### src/rtl/round_referee.sv
// Round referee: watches the frog for a goal or a collision, emits one
// win/lose pulse per round, freezes the board for FREEZE_TICKS game ticks,
// then pulses respawn. It waits for the goal/collision condition to clear
// before it arms for the next round.
module round_referee #(
    parameter logic [3:0] GOAL_ROW     = 4'd15,
    parameter int         FREEZE_TICKS = 8
) (
    input  logic       clock,
    input  logic       reset,
    input  logic [3:0] frog_row,
    input  logic       collision,
    input  logic       tick,
    output logic       win,
    output logic       lose,
    output logic       freeze,
    output logic       respawn,
    output logic [1:0] debug_state
);

    // PLAY=0, WIN_HOLD=1, LOSE_HOLD=2, REARM=3 (also visible on debug_state)
    typedef enum logic [1:0] {
        PLAY      = 2'd0,
        WIN_HOLD  = 2'd1,
        LOSE_HOLD = 2'd2,
        REARM     = 2'd3
    } state_t;

    localparam logic [7:0] FREEZE_LAST = 8'(FREEZE_TICKS);

    state_t     state_q, state_d;
    logic [7:0] cnt_q, cnt_d;
    logic       win_d, lose_d, freeze_d, respawn_d;
    logic [7:0] cnt_inc;
    logic       goal;

    assign goal    = (frog_row == GOAL_ROW);
    // Counter never exceeds FREEZE_TICKS-1 before incrementing, so no wrap.
    assign cnt_inc = cnt_q + 8'd1;

    // State, counter and all outputs are registered; outputs carry no input path.
    always_ff @(posedge clock) begin
        if (reset) begin
            state_q <= PLAY;
            cnt_q   <= 8'd0;
            win     <= 1'b0;
            lose    <= 1'b0;
            freeze  <= 1'b0;
            respawn <= 1'b0;
        end else begin
            state_q <= state_d;
            cnt_q   <= cnt_d;
            win     <= win_d;
            lose    <= lose_d;
            freeze  <= freeze_d;
            respawn <= respawn_d;
        end
    end

    // Next-state, counter and next-output logic.
    always_comb begin
        state_d   = state_q;
        cnt_d     = cnt_q;
        win_d     = 1'b0;
        lose_d    = 1'b0;
        respawn_d = 1'b0;
        case (state_q)
            PLAY: begin
                // Collision outranks the goal when both occur together.
                if (collision) begin
                    lose_d  = 1'b1;
                    cnt_d   = 8'd0;
                    state_d = LOSE_HOLD;
                end else if (goal) begin
                    win_d   = 1'b1;
                    cnt_d   = 8'd0;
                    state_d = WIN_HOLD;
                end
            end
            WIN_HOLD, LOSE_HOLD: begin
                // Board inputs are ignored; only ticks advance the hold.
                if (tick) begin
                    cnt_d = cnt_inc;
                    if (cnt_inc == FREEZE_LAST) begin
                        respawn_d = 1'b1;
                        state_d   = REARM;
                    end
                end
            end
            REARM: begin
                // Stale goal/collision from the last round must clear first.
                if (!goal && !collision) begin
                    state_d = PLAY;
                end
            end
            default: begin
                state_d = PLAY;
            end
        endcase
        freeze_d = (state_d == WIN_HOLD) || (state_d == LOSE_HOLD);
    end

    assign debug_state = state_q;

endmodule

### config.mk
export PLATFORM = sky130hd
export DESIGN_NAME = round_referee
export DESIGN_NICKNAME = d
export VERILOG_FILES = /design/src/rtl/round_referee.sv
export SDC_FILE = /design/constraint.sdc
export NUM_CORES = 1
export LEC_CHECK = 0
export ABC_AREA = 1
export CORE_UTILIZATION = 49
export CTS_CLUSTER_SIZE = 28
export DETAILED_ROUTE_END_ITERATION = 12
export PLACE_DENSITY = 0.75
export REMOVE_ABC_BUFFERS = 1
export SETUP_SLACK_MARGIN = 0.4
export SYNTH_ARGS = -nofsm -noshare
export SYNTH_HDL_FRONTEND = slang
export SYNTH_SLANG_ARGS = --single-unit
### constraint.sdc
create_clock -name clock -period 2.2 [get_ports clock]
set_input_delay 0.44 -clock clock [delete_from_list [all_inputs] [get_ports clock]]
set_output_delay 0.44 -clock clock [all_outputs]
set_load 0.01 [all_outputs]
======== Word level (Yosys, flattened, before mapping) ========
Index checks and enable logic that the tools add are counted.
operators by class
  $add $sub $neg .......................... 1
  $mul .................................... 0
  divide/modulo/power cells ............... 0
  magnitude comparators ................... 0
  equal/unequal tests ..................... 9
  shift operators ......................... 0
  muxes and demuxes ....................... 13
  bitwise logic cells ..................... 3
  reductions and logical operators ........ 11
operators by type and width
  kind                                                             number
  8-bit 2-to-1 mux                                                 3
  8-bit one-hot mux with 2 select lines                            1
  2-bit 2-to-1 mux                                                 5
  8-bit by 1-bit adder with 8-bit output, second input constant    1
  8-bit by 4-bit == test with 1-bit output, second input constant  1
  2-bit == test, second input constant                             3
  2-bit one-hot mux with 3 select lines                            1
  3-bit OR reduction                                               2
  2-bit by 1-bit == test with 1-bit output, second input constant  2
  4-bit == test, second input constant                             1
  2-bit OR reduction                                               2
  1-bit 2-to-1 mux                                                 3
  3-bit != test, second input constant                             1
  1-bit inverter                                                   3
  3-bit AND reduction                                              1
  1-bit zero test                                                  2
  2-bit zero test                                                  1
  2-bit != test, second input constant                             1
  2-bit nonzero test                                               1
  1-bit logical AND                                                1
  1-bit logical OR                                                 1
word-level totals
  bits in registers ....................... 14
  latch bits .............................. 0
  memory bits (writable) .................. 0
  bits in read-only memories .............. 0
  input bits .............................. 8
  output and inout bits ................... 6
  word-level logic and storage cells ...... 43
  memories ................................ 0

======== Logic depth before layout (Yosys ltp) ========
  word-level depth ........................ 7
  depth in mapped cells ................... 13
  mapped depth without buffers ............ 12

======== Least setup slack after synthesis ========
No wires, ideal clock.
  path kind ............................... reg2reg
  start point ............................. register state_q[1], in the netlist debug_state[1]
  end point ............................... register freeze
  setup time .............................. 0.115 ns
  data arrival time ....................... 1.584 ns
  data required time ...................... 2.085 ns
  setup slack ............................. 0.501 ns
  cell stages (with the launch flop) ...... 13
  path buffers ............................ 1
  clock period less this slack ............ 1.699 ns
  cells stage by stage .................... dfxtp_1 inv_1 ha_1 buf_4 nand2_1 nor2_1 nand3_1 nor2_1 nand3_2 nand2_1 nand2_1 a21oi_1 nor2_1
between the ends
  word-level cells in the longest chain between the ends .. 5
  elaborated cells between the ends (all ways) .. 14
  classes of those cells .................. eq/ne (5); mux (6); reduce/logical (3)
ends and longest elaborated chain
  what                                                                              RTL line  source
  from (decl)                                                                       31        state_t state_q, state_d;
  from (signal assigned)                                                            51        state_q <= state_d;
  2-bit by 1-bit == test with 1-bit output, or another cell as far along            67        case (state_q)
  2-bit OR reduction, or another cell as far along                                  67
  2-bit one-hot mux with 3 select lines (*)                                         67
  2-bit by 1-bit == test with 1-bit output / 2-bit == test (equally long branches)  100       freeze_d = (state_d == WIN_HOLD) || (state_d == LOSE_HOLD);
  1-bit logical OR (*)                                                              100
  to (signal assigned)                                                              55        freeze <= freeze_d;
  to (decl)                                                                         16        output logic freeze,
Mark *: on every way between the ends. The rest lies on a longest branch, timed or not.
A chain may end at the register's enable or synchronous reset.

======== Final worst setup path ========
  start point ............................. register cnt_q[1]
  end point ............................... register freeze
between the ends
  word-level cells in the longest chain between the ends .. 7
  elaborated cells between the ends (all ways) .. 8
  classes of those cells .................. add/sub (1); eq/ne (3); mux (3); reduce/logical (1)
ends and longest elaborated chain
  what                                                                              RTL line  source
  from (decl)                                                                       32        logic [7:0] cnt_q, cnt_d;
  from (signal assigned)                                                            52        cnt_q <= cnt_d;
  8-bit by 1-bit adder with 8-bit output (*)                                        39        assign cnt_inc = cnt_q + 8'd1;
  8-bit by 4-bit == test with 1-bit output (*)                                      84        if (cnt_inc == FREEZE_LAST) begin
  2-bit 2-to-1 mux (*)                                                              84
  2-bit 2-to-1 mux (*)                                                              82        if (tick) begin
  2-bit one-hot mux with 3 select lines (*)                                         67
  2-bit by 1-bit == test with 1-bit output / 2-bit == test (equally long branches)  100
  1-bit logical OR (*)                                                              100
Marks and branches as above.

==> PnR_summary.wiki <==
{| class="wikitable"
! Metric !! Value
|-
| Result of the run || completed
|-
| Data arrival, critical path || 1.89 ns
|-
| RePlAce Congestion || 0.818
|-
| Reg2Reg Depth || 10
|-
| Die Outline Area || 1720 sq um
|-
| M2 GR Usage || 35.3%
|-
| FILL cells || 104
|-
| Number of nets in the layout || 133
|-
| Starting Density || 55.9%
|-
| Vias per std cell || 5.59
|-
| Cell area after technology mapping || 763 sq um
|-
| Worst setup slack before clock tree synthesis || 0.223 ns
|-
| Fraction of power consumed by the clock network || 23.8%
|-
| Maximum vdd ir drop || 0.416 mV
|-
| Fin Setup TNS || 0 ns
|-
| Largest net degree at the start of global routing || 14
|-
| Antenna violations before repair || 0
|-
| Final Total Pwr || 620 uW
|-
| Max-capacitance violation count || 0
|-
| Internal power component || 415 uW
|-
| Sequential share of power || 48.0%
|-
| Overall die height || 41.5 um
|-
| Synth cell types || 23
|-
| Post-layout instance count excluding filler cells || 135
|-
| Number of instances in the synthesized netlist || 106
|-
| DRC marker count from the first detailed-route iteration || 14
|-
| Global routing usage on met1 || 25.9%
|-
| Combinational group share of total power || 28.3%
|-
| Switching share of power || 33.0%
|-
| Minimum clock period after layout || 1.71 ns
|-
| Fraction of the cycle the final worst path needs || 77.9%
|-
| Worst EP required || 2.38 ns
|-
| Total track usage || 21.3%
|-
| Maximum buffer depth of the clock tree || 2
|-
| Maximum achievable frequency || 583 MHz
|-
| Transition time of the tightest slew-check pin || 0.482 ns
|-
| Remaining max-slew budget at the tightest pin || 67.8%
|-
| Avg Cell Area, Syn || 7.20 sq um
|-
| Final routed DRC violation total || 0
|-
| First-pass detailed-route iteration total || 4
|-
| Setup Viol. Count Final || 0
|-
| Switch Pwr || 205 uW
|-
| Die span in x || 41.5 um
|-
| Clk sinks || 14
|-
| Post-CTS setup repair buffer count || 0
|-
| Aggregate routed wire length || 1780 um
|-
| First-pass GRT wire length || 2910 um
|-
| Startpoint kind of the worst setup timing path || flip-flop
|-
| Busiest layer in global routing || met2
|-
| Leakage || 0.386 nW
|-
| Critical setup path kind || flip-flop to flip-flop
|-
| H-tree levels || 1
|-
| Hold WC Path Type || flip-flop to flip-flop
|-
| TritonCTS clock tree || done
|-
| Number of buffers added by the clock tree synthesis step || 3
|-
| Met3 GRT Util || 3.48%
|-
| Power per cell area || 649 nW/um^2
|-
| Number of endpoints with negative hold slack in the final report || 0
|-
| Share of the yosys chip area belonging to registers || 36.7%
|-
| Source-to-sink clock delay at the later pin of the worst-skew pair || 0.27 ns
|-
| Post-synthesis register bit count || 14
|-
| Worst Path Max Fanout || 4
|-
| Final critical-path setup slack || 0.485 ns
|-
| Global route overflow || 0
|-
| Max-slew violation count || 0
|-
| Capturing element type of the critical path || flip-flop
|-
| Number of buffer cells added on primary ports || 13
|-
| Dpl cells || 132
|-
| Library cell used as clock root buffer || sky130_fd_sc_hd__clkbuf_4
|-
| Area of the core || 1370 sq um
|-
| Via count of the first global-routing pass || 730
|-
| Count of nets left with antenna violations after detail routing || 0
|-
| YS warnings || 0
|-
| Clock input transition at the sequential cells of the worst setup and hold paths || 0.09 ns
|-
| Detailed-route via count || 755
|-
| Post-Route Skew || 0.00105 ns
|-
| Routed WL per cell || 13.2 um
|-
| Area added between synthesis and finish || 25.1%
|-
| Setup repair after global routing missed its margin || no
|-
| Top-level port count || 14
|-
| Instance count along the most critical hold path || 2
|-
| Proportion of layout cells with a drive suffix above 1 || 18.3%
|-
| Cell Rows || 13
|-
| Antenna Cells || 0
|-
| Detail Placement HPWL || 1220 um
|}
-- power groups by stage --
stage / Sequential [mW] / Combinational [mW] / Clock, mW
final: 0.297 / 0.175 / 0.147
after global routing: 0.300 / 0.192 / 0.159
after CTS: 0.296 / 0.168 / 0.150
after detailed placement: 0.301 / 0.158 / 0
after global placement: 0.300 / 0.155 / 0
after floorplan: 0.301 / 0.103 / 0
-- final timing paths --
check	from	endpoint	slack (ns)
min	cnt_q[7]	cnt_q[7]	0.48
max reg2reg	cnt_q[1]	freeze	0.49
max	cnt_q[1]	freeze	0.49
min reg2reg	cnt_q[7]	cnt_q[7]	0.48
-- registers in the layout (all words and copies together), names as in the netlist --
signal	flops
lose	1
win	1
respawn	1
cnt_q	8
freeze	1
debug_state	2
-- placed cells by master, fill, tap and decap left out --
| cell type | Yosys | layout |
|---|---|---|
| sky130_fd_sc_hd__nand3_1 | 6 | 6 |
| sky130_fd_sc_hd__nand2_2 | 3 | 5 |
| sky130_fd_sc_hd__o211ai_1 | 2 | 2 |
| sky130_fd_sc_hd__ha_4 | 0 | 1 |
| sky130_fd_sc_hd__nand2_1 | 20 | 18 |
| sky130_fd_sc_hd__dfxtp_2 | 0 | 2 |
| sky130_fd_sc_hd__o21ai_1 | 1 | 1 |
| sky130_fd_sc_hd__buf_4 | 1 | 1 |
| sky130_fd_sc_hd__xor2_1 | 2 | 2 |
| sky130_fd_sc_hd__dfxtp_1 | 14 | 12 |
| sky130_fd_sc_hd__nor4_1 | 1 | 1 |
| sky130_fd_sc_hd__or2_2 | 1 | 1 |
| sky130_fd_sc_hd__nor2_2 | 3 | 5 |
| sky130_fd_sc_hd__clkdlybuf4s50_1 | 0 | 13 |
| sky130_fd_sc_hd__inv_1 | 15 | 14 |
| sky130_fd_sc_hd__nand3_2 | 2 | 2 |
| sky130_fd_sc_hd__ha_1 | 3 | 2 |
| sky130_fd_sc_hd__inv_2 | 0 | 1 |
| sky130_fd_sc_hd__nand4_1 | 1 | 1 |
| sky130_fd_sc_hd__a21oi_1 | 10 | 9 |
| sky130_fd_sc_hd__a211oi_1 | 6 | 6 |
| sky130_fd_sc_hd__o21ai_0 | 3 | 3 |
| sky130_fd_sc_hd__a31oi_1 | 2 | 2 |
| sky130_fd_sc_hd__nor2_1 | 7 | 5 |
| sky130_fd_sc_hd__clkbuf_4 | 0 | 3 |
| sky130_fd_sc_hd__nor3_1 | 1 | 1 |
| sky130_fd_sc_hd__a21oi_2 | 0 | 1 |
-- stage by stage --
step                hold slack [ns]  area [sq um]  utilization (%)
finish                        0.483           955             69.9
global route                  0.526           955             69.9
CTS                           0.483           941             68.9
detailed placement            0.470           903             66.1
global placement              0.471           903             66.1
floorplan                     0.448           747                -
-- metal layers --
layer  wire length [um]  up-vias
li1                   -      382
met1                761      336
met2                895       29
met3                 81        8
met4                 45        0
met5                  0        -
-- cells by family (layout without fill, tap and decap cells) --
| group | Yosys count | in the layout | synth area share [%] |
|---|---|---|---|
| AND/OR/NAND/NOR | 45 | 45 | 27.9 |
| adder cells (fa/ha/maj) | 3 | 3 | 4.92 |
| XOR/XNOR | 2 | 2 | 2.30 |
| buffers and inverters | 18 | 32 | 9.51 |
| AO/OA/AOI/OAI | 24 | 24 | 18.7 |
| flip-flops | 14 | 14 | 36.7 |
-- cell type report --
type | count | area (sq um) | area share (%)
multi-input combinational | 74 | 437 | 45.7
sequential | 14 | 283 | 29.6
timing repair buffer | 14 | 138 | 14.4
inverter | 15 | 56.3 | 5.90
clock buffer | 3 | 22.5 | 2.36
tap | 15 | 18.8 | 1.97
-- worst max-delay path, stage by stage (launching register included) --
cell	delay (ns)
sky130_fd_sc_hd__dfxtp_1	0.38
sky130_fd_sc_hd__ha_1	0.22
sky130_fd_sc_hd__nand2_1	0.13
sky130_fd_sc_hd__inv_1	0.09
sky130_fd_sc_hd__nand2_1	0.07
sky130_fd_sc_hd__xor2_1	0.24
sky130_fd_sc_hd__nand3_2	0.13
sky130_fd_sc_hd__nand2_1	0.09
sky130_fd_sc_hd__nand2_2	0.07
sky130_fd_sc_hd__a21oi_2	0.12
sky130_fd_sc_hd__nor2_1	0.06
-- synthesized netlist by cell type --
library cell / n / area, sq um
sky130_fd_sc_hd__xor2_1: 2 / 17.5
sky130_fd_sc_hd__nand2_1: 20 / 75.1
sky130_fd_sc_hd__o21ai_0: 3 / 15.0
sky130_fd_sc_hd__o21ai_1: 1 / 5.00
sky130_fd_sc_hd__nor2_1: 7 / 26.3
sky130_fd_sc_hd__inv_1: 15 / 56.3
sky130_fd_sc_hd__nand2_2: 3 / 18.8
sky130_fd_sc_hd__a31oi_1: 2 / 12.5
sky130_fd_sc_hd__ha_1: 3 / 37.5
sky130_fd_sc_hd__o211ai_1: 2 / 15.0
sky130_fd_sc_hd__nand3_1: 6 / 30.0
sky130_fd_sc_hd__or2_2: 1 / 6.26
sky130_fd_sc_hd__nor2_2: 3 / 18.8
sky130_fd_sc_hd__a21oi_1: 10 / 50.1
sky130_fd_sc_hd__nor4_1: 1 / 6.26
sky130_fd_sc_hd__buf_4: 1 / 7.51
sky130_fd_sc_hd__nand3_2: 2 / 20.0
sky130_fd_sc_hd__clkbuf_1: 1 / 3.75
sky130_fd_sc_hd__dfxtp_1: 14 / 280
sky130_fd_sc_hd__nor3_1: 1 / 5.00
sky130_fd_sc_hd__buf_2: 1 / 5.00
sky130_fd_sc_hd__a211oi_1: 6 / 45.0
sky130_fd_sc_hd__nand4_1: 1 / 6.26
-- timing repair --
item,CTS,global route
pin swaps,0,1
hold buffers,0,0
hold endpoints to repair,0,0
setup endpoints to repair,3,3
resized for setup,2,7
Power figures use the tool's default switching activity.
